[config.mk]
export PLATFORM = sky130hd
export DESIGN_NAME = rxdata
export DESIGN_NICKNAME = d
export VERILOG_FILES = /design/src/rtl/rxdata_pkg.sv /design/src/rtl/rxdata_rxuart.sv /design/src/rtl/rxdata.sv
export SDC_FILE = /design/constraint.sdc
export NUM_CORES = 1
export LEC_CHECK = 0
export CELL_PAD_IN_SITES_DETAIL_PLACEMENT = 1
export CELL_PAD_IN_SITES_GLOBAL_PLACEMENT = 2
export CORE_MARGIN = 2
export CORE_UTILIZATION = 43
export CTS_BUF_LIST = sky130_fd_sc_hd__clkbuf_8 sky130_fd_sc_hd__clkbuf_16
export DETAILED_ROUTE_END_ITERATION = 8
export GPL_TIMING_DRIVEN = 1
export PLACE_DENSITY = 0.95
export SETUP_SLACK_MARGIN = 0.05
export SLEW_MARGIN = 20
export SYNTH_ARGS = -nofsm -noshare
export SYNTH_HDL_FRONTEND = slang
export SYNTH_SLANG_ARGS = --single-unit
[constraint.sdc]
create_clock -name i_clk -period 3.65 [get_ports i_clk]
set_input_delay 0.9125 -clock i_clk [delete_from_list [all_inputs] [get_ports i_clk]]
set_output_delay 0.9125 -clock i_clk [all_outputs]
set_load 0.05 [all_outputs]
[src/rtl/rxdata_pkg.sv]
// Shared definitions for the hex-word UART receiver: ASCII constants,
// receiver and parser state encodings, and the hex digit decoder.
package rxdata_pkg;

  localparam logic [7:0] CHR_0    = 8'h30;
  localparam logic [7:0] CHR_9    = 8'h39;
  localparam logic [7:0] CHR_X    = 8'h78;
  localparam logic [7:0] CHR_CR   = 8'h0D;
  localparam logic [7:0] CHR_LF   = 8'h0A;
  localparam logic [7:0] CHR_A_LO = 8'h61;
  localparam logic [7:0] CHR_F_LO = 8'h66;
  localparam logic [7:0] CHR_A_UP = 8'h41;
  localparam logic [7:0] CHR_F_UP = 8'h46;

  // Byte receiver states
  typedef enum logic [1:0] {
    RX_IDLE,
    RX_START,
    RX_DATA,
    RX_STOP
  } rx_state_t;

  // Word parser states
  typedef enum logic [2:0] {
    P_IDLE,
    P_X,
    P_HEX,
    P_CR,
    P_LF
  } p_state_t;

  // Returns {valid, nibble}; valid is 0 for anything that is not a hex digit.
  function automatic logic [4:0] hex_decode(input logic [7:0] c);
    logic [4:0] r;
    r = 5'b0_0000;
    if (c >= CHR_0 && c <= CHR_9) begin
      r = {1'b1, c[3:0]};
    end else if ((c >= CHR_A_LO && c <= CHR_F_LO) || (c >= CHR_A_UP && c <= CHR_F_UP)) begin
      // 'a'/'A' have low nibble 1, so adding 9 maps a..f onto 10..15
      r = {1'b1, 4'(c[3:0] + 4'd9)};
    end
    return r;
  endfunction

  // Where the parser lands after an unexpected byte: a '0' may begin a new word.
  function automatic p_state_t resync(input logic [7:0] c);
    return (c == CHR_0) ? P_X : P_IDLE;
  endfunction

endpackage

[src/rtl/rxdata_rxuart.sv]
// 8N1 UART byte receiver with a 2-flop input synchronizer, half-bit start
// validation and stop-bit framing check. The line must be seen high before
// the receiver arms, which covers both reset release and break conditions.
module rxuart
  import rxdata_pkg::*;
#(
  parameter int unsigned CLOCKS_PER_BAUD = 868
) (
  input  logic       i_clk,
  input  logic       i_reset_n,
  input  logic       i_uart_rx,
  output logic       o_wr,
  output logic [7:0] o_data,
  output logic       o_frame_err
);

  localparam int unsigned CW = $clog2(CLOCKS_PER_BAUD);
  localparam logic [CW-1:0] HALF_RELOAD = CW'(CLOCKS_PER_BAUD / 2 - 1);
  localparam logic [CW-1:0] FULL_RELOAD = CW'(CLOCKS_PER_BAUD - 1);

  logic            meta_q;
  logic            sync_q;
  logic [1:0]      fill_q;
  logic            armed_q;
  rx_state_t       state_q;
  logic [CW-1:0]   cnt_q;
  logic [2:0]      bit_q;
  logic [7:0]      shift_q;
  logic            wr_q;
  logic [7:0]      data_q;
  logic            ferr_q;

  // Two-flop synchronizer; fill_q marks when sync_q reflects the real line
  // rather than its reset value.
  always_ff @(posedge i_clk or negedge i_reset_n) begin
    if (!i_reset_n) begin
      meta_q <= 1'b1;
      sync_q <= 1'b1;
      fill_q <= 2'b00;
    end else begin
      meta_q <= i_uart_rx;
      sync_q <= meta_q;
      fill_q <= {fill_q[0], 1'b1};
    end
  end

  // Receiver FSM with baud counter and registered byte/error pulses.
  always_ff @(posedge i_clk or negedge i_reset_n) begin
    if (!i_reset_n) begin
      state_q <= RX_IDLE;
      armed_q <= 1'b0;
      cnt_q   <= '0;
      bit_q   <= '0;
      shift_q <= '0;
      wr_q    <= 1'b0;
      data_q  <= '0;
      ferr_q  <= 1'b0;
    end else begin
      wr_q   <= 1'b0;
      ferr_q <= 1'b0;
      case (state_q)
        RX_IDLE: begin
          if (!armed_q) begin
            if (fill_q[1] && sync_q) armed_q <= 1'b1;
          end else if (!sync_q) begin
            state_q <= RX_START;
            cnt_q   <= HALF_RELOAD;
          end
        end
        RX_START: begin
          if (cnt_q == '0) begin
            if (!sync_q) begin
              state_q <= RX_DATA;
              cnt_q   <= FULL_RELOAD;
              bit_q   <= '0;
            end else begin
              state_q <= RX_IDLE;
            end
          end else begin
            cnt_q <= cnt_q - 1'b1;
          end
        end
        RX_DATA: begin
          if (cnt_q == '0) begin
            shift_q <= {sync_q, shift_q[7:1]};
            cnt_q   <= FULL_RELOAD;
            if (bit_q == 3'd7) state_q <= RX_STOP;
            else               bit_q   <= bit_q + 3'd1;
          end else begin
            cnt_q <= cnt_q - 1'b1;
          end
        end
        RX_STOP: begin
          if (cnt_q == '0) begin
            if (sync_q) begin
              wr_q   <= 1'b1;
              data_q <= shift_q;
            end else begin
              ferr_q  <= 1'b1;
              armed_q <= 1'b0;
            end
            state_q <= RX_IDLE;
          end else begin
            cnt_q <= cnt_q - 1'b1;
          end
        end
        default: state_q <= RX_IDLE;
      endcase
    end
  end

  assign o_wr        = wr_q;
  assign o_data      = data_q;
  assign o_frame_err = ferr_q;

endmodule

[src/rtl/rxdata.sv]
// Receives "0x" + 8 hex digits + CR LF over UART and presents the 32-bit word
// with a one-cycle strobe; malformed input or framing errors raise o_err.
module rxdata
  import rxdata_pkg::*;
#(
  parameter int unsigned CLOCKS_PER_BAUD = 868
) (
  input  logic        i_clk,
  input  logic        i_reset_n,
  input  logic        i_uart_rx,
  output logic        o_stb,
  output logic [31:0] o_data,
  output logic        o_err
);

  logic        rx_wr;
  logic [7:0]  rx_byte;
  logic        rx_ferr;
  logic [4:0]  hex;

  p_state_t    pst_q;
  logic [3:0]  cnt_q;
  logic [31:0] shadow_q;
  logic        stb_q;
  logic        err_q;
  logic [31:0] data_q;

  rxuart #(
    .CLOCKS_PER_BAUD(CLOCKS_PER_BAUD)
  ) u_rxuart (
    .i_clk      (i_clk),
    .i_reset_n  (i_reset_n),
    .i_uart_rx  (i_uart_rx),
    .o_wr       (rx_wr),
    .o_data     (rx_byte),
    .o_frame_err(rx_ferr)
  );

  assign hex = hex_decode(rx_byte);

  // Word parser; a framing error overrides everything and discards the word.
  always_ff @(posedge i_clk or negedge i_reset_n) begin
    if (!i_reset_n) begin
      pst_q    <= P_IDLE;
      cnt_q    <= '0;
      shadow_q <= '0;
      stb_q    <= 1'b0;
      err_q    <= 1'b0;
      data_q   <= '0;
    end else begin
      stb_q <= 1'b0;
      err_q <= 1'b0;
      if (rx_ferr) begin
        err_q    <= 1'b1;
        pst_q    <= P_IDLE;
        shadow_q <= '0;
      end else if (rx_wr) begin
        case (pst_q)
          P_IDLE: begin
            if (rx_byte == CHR_0) pst_q <= P_X;
          end
          P_X: begin
            if (rx_byte == CHR_X) begin
              pst_q    <= P_HEX;
              cnt_q    <= '0;
              shadow_q <= '0;
            end else begin
              err_q <= 1'b1;
              pst_q <= P_IDLE;
            end
          end
          P_HEX: begin
            if (hex[4]) begin
              shadow_q <= {shadow_q[27:0], hex[3:0]};
              if (cnt_q == 4'd7) pst_q <= P_CR;
              else               cnt_q <= cnt_q + 4'd1;
            end else begin
              err_q <= 1'b1;
              pst_q <= resync(rx_byte);
            end
          end
          P_CR: begin
            if (rx_byte == CHR_CR) begin
              pst_q <= P_LF;
            end else begin
              err_q <= 1'b1;
              pst_q <= resync(rx_byte);
            end
          end
          P_LF: begin
            if (rx_byte == CHR_LF) begin
              stb_q  <= 1'b1;
              data_q <= shadow_q;
              pst_q  <= P_IDLE;
            end else begin
              err_q <= 1'b1;
              pst_q <= resync(rx_byte);
            end
          end
          default: pst_q <= P_IDLE;
        endcase
      end
    end
  end

  assign o_stb  = stb_q;
  assign o_err  = err_q;
  assign o_data = data_q;

endmodule

==> results of run 1 <==
[synthesized netlist by cell type (all sizes together), types with 4 or more instances]
library cell / number
o21ai: 22
mux2i: 7
a21oi: 19
buf: 6
ha: 14
clkbuf: 13
inv: 18
nand3: 5
a32o: 33
mux2: 49
nor3: 7
a21o: 5
nor2: 16
nand2: 26
dfrtp: 109
a31oi: 4
nand2b: 4
[kinds of logic (layout without fill, tap and decap cells)]
group | count (synthesis) | after routing | share of synthesized area [%]
flip-flops | 111 | 111 | 55.4
AO/OA/AOI/OAI | 109 | 109 | 16.4
AND/OR/NAND/NOR | 82 | 82 | 8.68
multiplexers | 56 | 56 | 12.4
buffers and inverters | 38 | 77 | 3.37
adder cells (fa/ha/maj) | 14 | 14 | 3.49
other | 1 | 1 | 0.0747
XOR/XNOR | 1 | 1 | 0.175
[state kept, by name (all words and copies together) (netlist names), named ones only]
name                  flops
u_rxuart.o_data           8
u_rxuart.cnt_q           10
o_err                     1
pst_q                     3
shadow_q                 32
u_rxuart.bit_q            3
u_rxuart.meta_q           1
u_rxuart.o_frame_err      1
o_stb                     1
u_rxuart.fill_q           2
u_rxuart.sync_q           1
u_rxuart.state_q          1
u_rxuart.armed_q          1
o_data                   32
u_rxuart.o_wr             1
cnt_q                     4
u_rxuart.shift_q          8
[per-stage QoR]
stage	worst slack [ps]	hold slack, ps	utilization (%)	instances
after global placement	1310	337	48.4	578
after detailed placement	1270	350	48.4	578
final	1170	362	51.0	594
after CTS	1150	364	51.0	594
after global routing	940	366	51.0	594
after floorplan	1520	331	-	412
[layout make-up]
class	instances	area, um2	area share [%]
clock buffer	9	225	3.87
clock inverter	7	73.8	1.27
inverter	19	71.3	1.22
multi-input combinational	263	2080	35.7
sequential	111	2780	47.7
tap	143	179	3.07
timing repair buffer	42	415	7.13
[report_power, final]
part | switching, mW | total [mW] | internal, mW
Clock | 0.489 | 0.972 | 0.483
Sequential | 0.0624 | 1.35 | 1.29
Combinational | 0.356 | 0.570 | 0.214
Total | 0.907 | 2.90 | 1.99
[metal layers]
layer	GRT usage [%]	share of wire, %	vias up
li1	-	-	1600
met1	23.9	45	1769
met5	0	0	-
met3	4.10	3.3	10
met4	6.10	1.3	0
met2	30.7	51	54
[worst max path at each step]
stage | start | end | cells after the start
after floorplan | u_rxuart.cnt_q[0]$_DFFE_PN0P_ | u_rxuart.cnt_q[2]$_DFFE_PN0P_ | 7
after global placement | u_rxuart.o_data[0]$_DFFE_PN0P_ | shadow_q[3]$_DFFE_PN0P_ | 8
after detailed placement | u_rxuart.cnt_q[0]$_DFFE_PN0P_ | u_rxuart.cnt_q[2]$_DFFE_PN0P_ | 8
after CTS | o_data[8]$_DFFE_PN0P_ | o_data[8] | 1
after global routing | u_rxuart.cnt_q[0]$_DFFE_PN0P_ | u_rxuart.cnt_q[2]$_DFFE_PN0P_ | 8
final | o_data[1]$_DFFE_PN0P_ | o_data[1] | 1
[cells in the final DEF, fill, tap and decap left out, types with 5 or more instances in the layout]
master,instances
sky130_fd_sc_hd__dfrtp_1,109
sky130_fd_sc_hd__mux2_2,49
sky130_fd_sc_hd__clkdlybuf4s50_1,35
sky130_fd_sc_hd__a32o_1,33
sky130_fd_sc_hd__nand2_1,26
sky130_fd_sc_hd__o21ai_0,21
sky130_fd_sc_hd__inv_1,18
sky130_fd_sc_hd__a21oi_1,18
sky130_fd_sc_hd__nor2_1,16
sky130_fd_sc_hd__ha_1,14
sky130_fd_sc_hd__clkbuf_16,9
sky130_fd_sc_hd__nor3_1,7
sky130_fd_sc_hd__mux2i_1,7
sky130_fd_sc_hd__buf_4,6
sky130_fd_sc_hd__a21o_1,5
==> metrics.log, run 1 <==
INFO  metric syn2layout_area_growth = 16.1%
INFO  metric critical-path-top-delay-family = buffers and inverters
INFO  metric detail_route.wirelength = roughly 11,000 um
INFO  metric hold_fix_buffers_at_cts = 0
INFO  metric worstSkewPairLatency = around 360 ps
INFO  metric endpoint_kind = output port
INFO  metric diodes = 0
INFO  metric timing.max_slew.rel_slack = 54.6%
INFO  metric final.setup.tns = 0 ps
INFO  metric yosysUniqueCellTypes = 56
INFO  metric max_freq = about 0.4 GHz
INFO  metric globalplace.congestion = about 0.80
INFO  metric fp.dieH = around 110 um
INFO  metric reg2reg_slack = 1230 ps
INFO  metric floorplan.rows = 39
INFO  metric timing.hold.worst_path_depth = 0
INFO  metric ctsResizeCount = 0
INFO  metric drt_iter0_markers = 170
INFO  metric worstHoldEndpoint = u_rxuart.sync_q$_DFF_PN1_
INFO  metric status = finished clean
INFO  metric grt_pass1_vias = ~3.6k
INFO  metric grt_pass1_wl = about 18,000 um
INFO  metric grt_antenna_before_repair = 0
INFO  metric syn-num-nets = between 400 and 500
INFO  metric synth.top_cell.area_share = between 50% and 60%
INFO  metric worstRegToRegCells = 8
INFO  metric dominantRegCellSynth = sky130_fd_sc_hd__dfrtp_1
INFO  metric timing.final.hold_violations = 0
INFO  metric asyncSetResetFlopFracSynth = 100%
INFO  metric clock-skew-final = 13.6 ps
INFO  metric worst_supply_voltage_drop_on_vdd = around 0.45 mV
INFO  metric grt_util_all_layers = between 10% and 20%
INFO  metric timing.hold.worst.class = reg2reg
INFO  metric drc = 0
INFO  metric power_density_normalized_to_cell_area = a little under 500 nW/um2
INFO  metric fraction_of_layout_instances_using_a_drive_strength_above_1 = 18.2%
INFO  metric critical_path_class = reg2out
INFO  metric path_clk_slew = approximately 80 ps
INFO  metric cp_max_fo = 2
INFO  metric syn_area_per_cell = 12.2 um2
INFO  metric finalSetupViolations = 0
INFO  metric synthesis.area = 5020 um2
INFO  metric layout.filler_cells = 1,164
INFO  metric via_count = roughly 3.4k
INFO  metric critical_path.cell_chain = clkdlybuf4s50_1
INFO  metric num-nets-final = approximately 460
INFO  metric hold_path_startpoint = u_rxuart.meta_q$_DFF_PN1_
INFO  metric post_dp_cell_area = between 5000 and 6000 um2
INFO  metric timing_worst_slew_pin_value = roughly 670 ps
INFO  metric rsz_0062_raised_after_global_routing = no
INFO  metric largest_net_degree_at_the_start_of_global_routing = between 60 and 70
INFO  metric ioPinCount = 37
INFO  metric drt.antenna.violating_nets = 0
INFO  metric finalMaxSlewViolations = 0
INFO  metric ys_seq_elements = ~110
INFO  metric overflow = 0
INFO  metric final_area = a little under 6000 um2
INFO  metric synth-edff-count = 0
INFO  metric postCtsSetupBuffers = 0
INFO  metric numPortBuffers = 36
INFO  metric clock_path_buffers = 2
INFO  metric crit-reg2reg-capture = u_rxuart.cnt_q[2]$_DFFE_PN0P_
INFO  metric tritoncts = built
INFO  metric detail_route.vias_per_cell = between 5 and 6
INFO  metric fp.dieW = ~110 um
INFO  metric post_detailed_placement_half_perimeter_wirelength = about 7300 um
INFO  metric synth_area_leaders = sky130_fd_sc_hd__dfrtp_1, sky130_fd_sc_hd__mux2_2, sky130_fd_sc_hd__a32o_1
INFO  metric setup.worst_path.start_class = flip-flop
INFO  metric drt_pass1_iterations = 4
INFO  metric synth.yosys.warnings = 0
INFO  metric critical_path_buf_inv_count = 1
INFO  metric synthesis.instances = ~400
INFO  metric final.period_utilization = 67.9%
INFO  metric cts.root.buffer_cell = sky130_fd_sc_hd__clkbuf_16
INFO  metric fin_crit = between 2000 and 2500 ps
INFO  metric initial_utilization = 44.0%
INFO  metric die_area = roughly 13,000 um2
INFO  metric worst_ep_arrival_time = approximately 1600 ps
INFO  metric total_power = 2.90 mW
INFO  metric regToRegStartpoint = u_rxuart.cnt_q[0]$_DFFE_PN0P_
INFO  metric h-tree-depth = 3
INFO  metric max_cap_violations = 0
INFO  metric cts_made_buffers = 9
INFO  metric post_drt_wl_per_cell = about 18 um
INFO  metric cellLeakagePower = 2.67 nW
INFO  metric seq_area_frac_synth = a little under three fifths
INFO  metric synth_top_area_cell = sky130_fd_sc_hd__dfrtp_1
INFO  metric fp.coreArea = around 11,000 um2
INFO  metric cts.sinks = 111
INFO  metric cp.required = roughly 2700 ps
INFO  metric worst_path_max_delay_cell = sky130_fd_sc_hd__clkdlybuf4s50_1
INFO  metric critPathMaxStageDelay = 820 ps
No activity file was read; power rests on OpenSTA's default activity.
==> run 2, diff against run 1 <==
--- a/config.mk
+++ b/config.mk
@@ -8,11 +8,11 @@
 export CELL_PAD_IN_SITES_DETAIL_PLACEMENT = 1
 export CELL_PAD_IN_SITES_GLOBAL_PLACEMENT = 2
 export CORE_MARGIN = 2
-export CORE_UTILIZATION = 43
+export CORE_UTILIZATION = 36
 export CTS_BUF_LIST = sky130_fd_sc_hd__clkbuf_8 sky130_fd_sc_hd__clkbuf_16
 export DETAILED_ROUTE_END_ITERATION = 8
 export GPL_TIMING_DRIVEN = 1
-export PLACE_DENSITY = 0.95
+export PLACE_DENSITY = 0.86
 export SETUP_SLACK_MARGIN = 0.05
 export SLEW_MARGIN = 20
 export SYNTH_ARGS = -nofsm -noshare
==> constraint.sdc (replaced) <==
create_clock -name i_clk -period 2.1 [get_ports i_clk]
set_input_delay 0.525 -clock i_clk [delete_from_list [all_inputs] [get_ports i_clk]]
set_output_delay 0.525 -clock i_clk [all_outputs]
set_load 0.05 [all_outputs]
==> metrics.log, run 2 (synthesized netlist as in run 1, its figures left out) <==
INFO  metric max_cap_violations = 0
INFO  metric worst_path_max_delay_cell = sky130_fd_sc_hd__or4_4
INFO  metric layout.filler_cells = 1,466
INFO  metric worstRegToRegCells = 6
INFO  metric timing.max_slew.rel_slack = a little under two thirds
INFO  metric hold_path_startpoint = u_rxuart.meta_q$_DFF_PN1_
INFO  metric fin_crit = approximately 2100 ps
INFO  metric cp.required = between 2000 and 2500 ps
INFO  metric fp.dieW = 122 um
INFO  metric dp_worst_setup_slack = about 22 ps
INFO  metric drt.antenna.violating_nets = 0
INFO  metric fp.coreArea = between 10,000 and 15,000 um2
INFO  metric overflow = 0
INFO  metric regToRegStartpoint = u_rxuart.o_data[7]$_DFFE_PN0P_
INFO  metric critPathMaxStageDelay = between 400 and 500 ps
INFO  metric critical_path_buf_inv_count = 2
INFO  metric finalSetupViolations = 0
INFO  metric grt_pass1_wl = 19,400 um
INFO  metric via_count = roughly 3.6k
INFO  metric globalplace.congestion = 0.855
INFO  metric timing.final.hold_violations = 0
INFO  metric worstSkewPairLatency = between 300 and 400 ps
INFO  metric timing_worst_slew_pin_value = 542 ps
INFO  metric critical_path_class = reg2reg
INFO  metric sequential_cell_area = about 2800 um2
INFO  metric multi_input_comb_area = 2240 um2
INFO  metric path_clk_slew = about 80 ps
INFO  metric worst_supply_voltage_drop_on_vdd = 0.748 mV
INFO  metric max_freq = a little under 0.5 GHz
INFO  metric num-nets-final = roughly 500
INFO  metric finalMaxSlewViolations = 0
INFO  metric numPortBuffers = 36
INFO  metric timing.critical_path.depth = 6
INFO  metric drc = 0
INFO  metric setup.worst_path.start_class = flip-flop
INFO  metric cp_max_fo = 9
INFO  metric clock-skew-final = ~12 ps
INFO  metric timing.critical_path.to = o_data[3]$_DFFE_PN0P_
INFO  metric final_cell_mix = sky130_fd_sc_hd__dfrtp_1, sky130_fd_sc_hd__a32o_1, sky130_fd_sc_hd__buf_4
INFO  metric reg2reg_slack = around 26 ps
INFO  metric detail_route.wirelength = around 12,000 um
INFO  metric finish.cell_count_without_fillers = roughly 660
INFO  metric cellLeakagePower = 3.11 nW
INFO  metric critPathLaunch = u_rxuart.o_data[7]$_DFFE_PN0P_
INFO  metric fp.dieH = 122 um
INFO  metric final.setup.tns = 0 ps
INFO  metric finalCoreUtilization = between 40% and 50%
INFO  metric crit-reg2reg-capture = o_data[3]$_DFFE_PN0P_
INFO  metric grt_pass1_vias = roughly 3.7k
INFO  metric post_drt_wl_per_cell = around 18 um
INFO  metric grt_antenna_before_repair = 0
INFO  metric drt_iter0_markers = 185
INFO  metric endpoint_kind = flip-flop
INFO  metric holdWs = 361 ps
INFO  metric power_density_normalized_to_cell_area = around 830 nW/um2
INFO  metric grt_util_all_layers = approximately 17%
INFO  metric clock_path_buffers = 2
INFO  metric critical_path.cell_chain = nand2b_4 > or4_4 > nor4_4 > buf_6 > buf_12 > mux2_2
INFO  metric cts_made_buffers = 9
INFO  metric die_area = approximately 15,000 um2
INFO  metric post_detailed_placement_half_perimeter_wirelength = 7920 um
INFO  metric critical-path-top-delay-family = simple AND/OR/NAND/NOR gates
INFO  metric h-tree-depth = 3
INFO  metric diodes = 0
INFO  metric cts.sinks = between 100 and 150
INFO  metric initial_utilization = a little over a third
INFO  metric timing.hold.worst.class = reg2reg
INFO  metric cts.root.buffer_cell = sky130_fd_sc_hd__clkbuf_16
INFO  metric syn2layout_area_growth = 26.7%
INFO  metric floorplan.rows = 43
INFO  metric fraction_of_layout_instances_using_a_drive_strength_above_1 = roughly a quarter
INFO  metric dpl.cell_count = 640
INFO  metric layout_setup_ws = about 26 ps
INFO  metric final.period_utilization = between 90% and 100%
INFO  metric status = finished clean
INFO  metric worst_ep_arrival_time = 2320 ps
INFO  metric ioPinCount = 37
INFO  metric tritoncts = built
INFO  metric largest_net_degree_at_the_start_of_global_routing = 66
INFO  metric drt_pass1_iterations = 5
INFO  metric detail_route.vias_per_cell = roughly 5.4
INFO  metric layout.cells.most_common = sky130_fd_sc_hd__dfrtp_1
INFO  metric rsz_0062_raised_after_global_routing = yes
## run 2: cell types whose count changed in the layout (fill, tap and decap cells not counted), sizes merged, moves of 2 or more
cell	change
clkdlybuf4s50	-33
buf	+30
dlygate4sd2	+27
dlymetal6s2s	+5
clkbuf	+2
## run 2: worst min-delay path by stage
stage	endpoint	cells after the start
floorplan	async pin	0
global placement	o_data[28]$_DFFE_PN0P_	1
detailed placement	o_data[28]$_DFFE_PN0P_	1
CTS	u_rxuart.sync_q$_DFF_PN1_	0
global route	u_rxuart.sync_q$_DFF_PN1_	0
finish	u_rxuart.sync_q$_DFF_PN1_	0
## run 2: repair_timing
item                                   4_1_cts  5_1_grt
resized for setup                           34       42
buffers inserted                             0        3
endpoints found under the hold margin        1        0
gates cloned                                 0        3
pin swaps                                    0        3
setup endpoints to repair                   73      105
hold buffers                                 1        0
## run 2: cell type report
type                            count  area share, %
Tap cell                          180           3.54
Inverter                           19           1.12
Clock buffer                        9           3.54
Sequential cell                   111           43.8
Multi-Input combinational cell    263           35.2
Clock inverter                      7           1.20
Timing Repair Buffer               74           11.6
## run 2: where the power goes
part / switching [mW] / internal (mW) / total, mW
Combinational: 0.691 / 0.528 / 1.22
Sequential: 0.107 / 2.25 / 2.35
Clock: 0.856 / 0.842 / 1.70
## run 2: routing by layer
layer	routed length, um	global-route usage, %	up-vias
met3	395	4.17	16
met4	179	5.17	0
met2	6120	28.1	59
met5	0	0	-
met1	5330	21.1	1845
li1	-	-	1660
## run 2: through the flow
stage                     cell area [um2]  power, mW
after floorplan                      5030       3.09
after global placement               5820       3.48
after detailed placement             5820       3.54
after CTS                            6130       5.27
after global routing                 6360       5.60
final                                6360       5.27
## run 2: worst reg2reg max path, cell delays in order, from the launching register on
cell and delay, ps:
sky130_fd_sc_hd__dfrtp_1 410, sky130_fd_sc_hd__nand2b_4 150, sky130_fd_sc_hd__or4_4 440, sky130_fd_sc_hd__nor4_4 290
sky130_fd_sc_hd__buf_6 190, sky130_fd_sc_hd__buf_12 150, sky130_fd_sc_hd__mux2_2 340
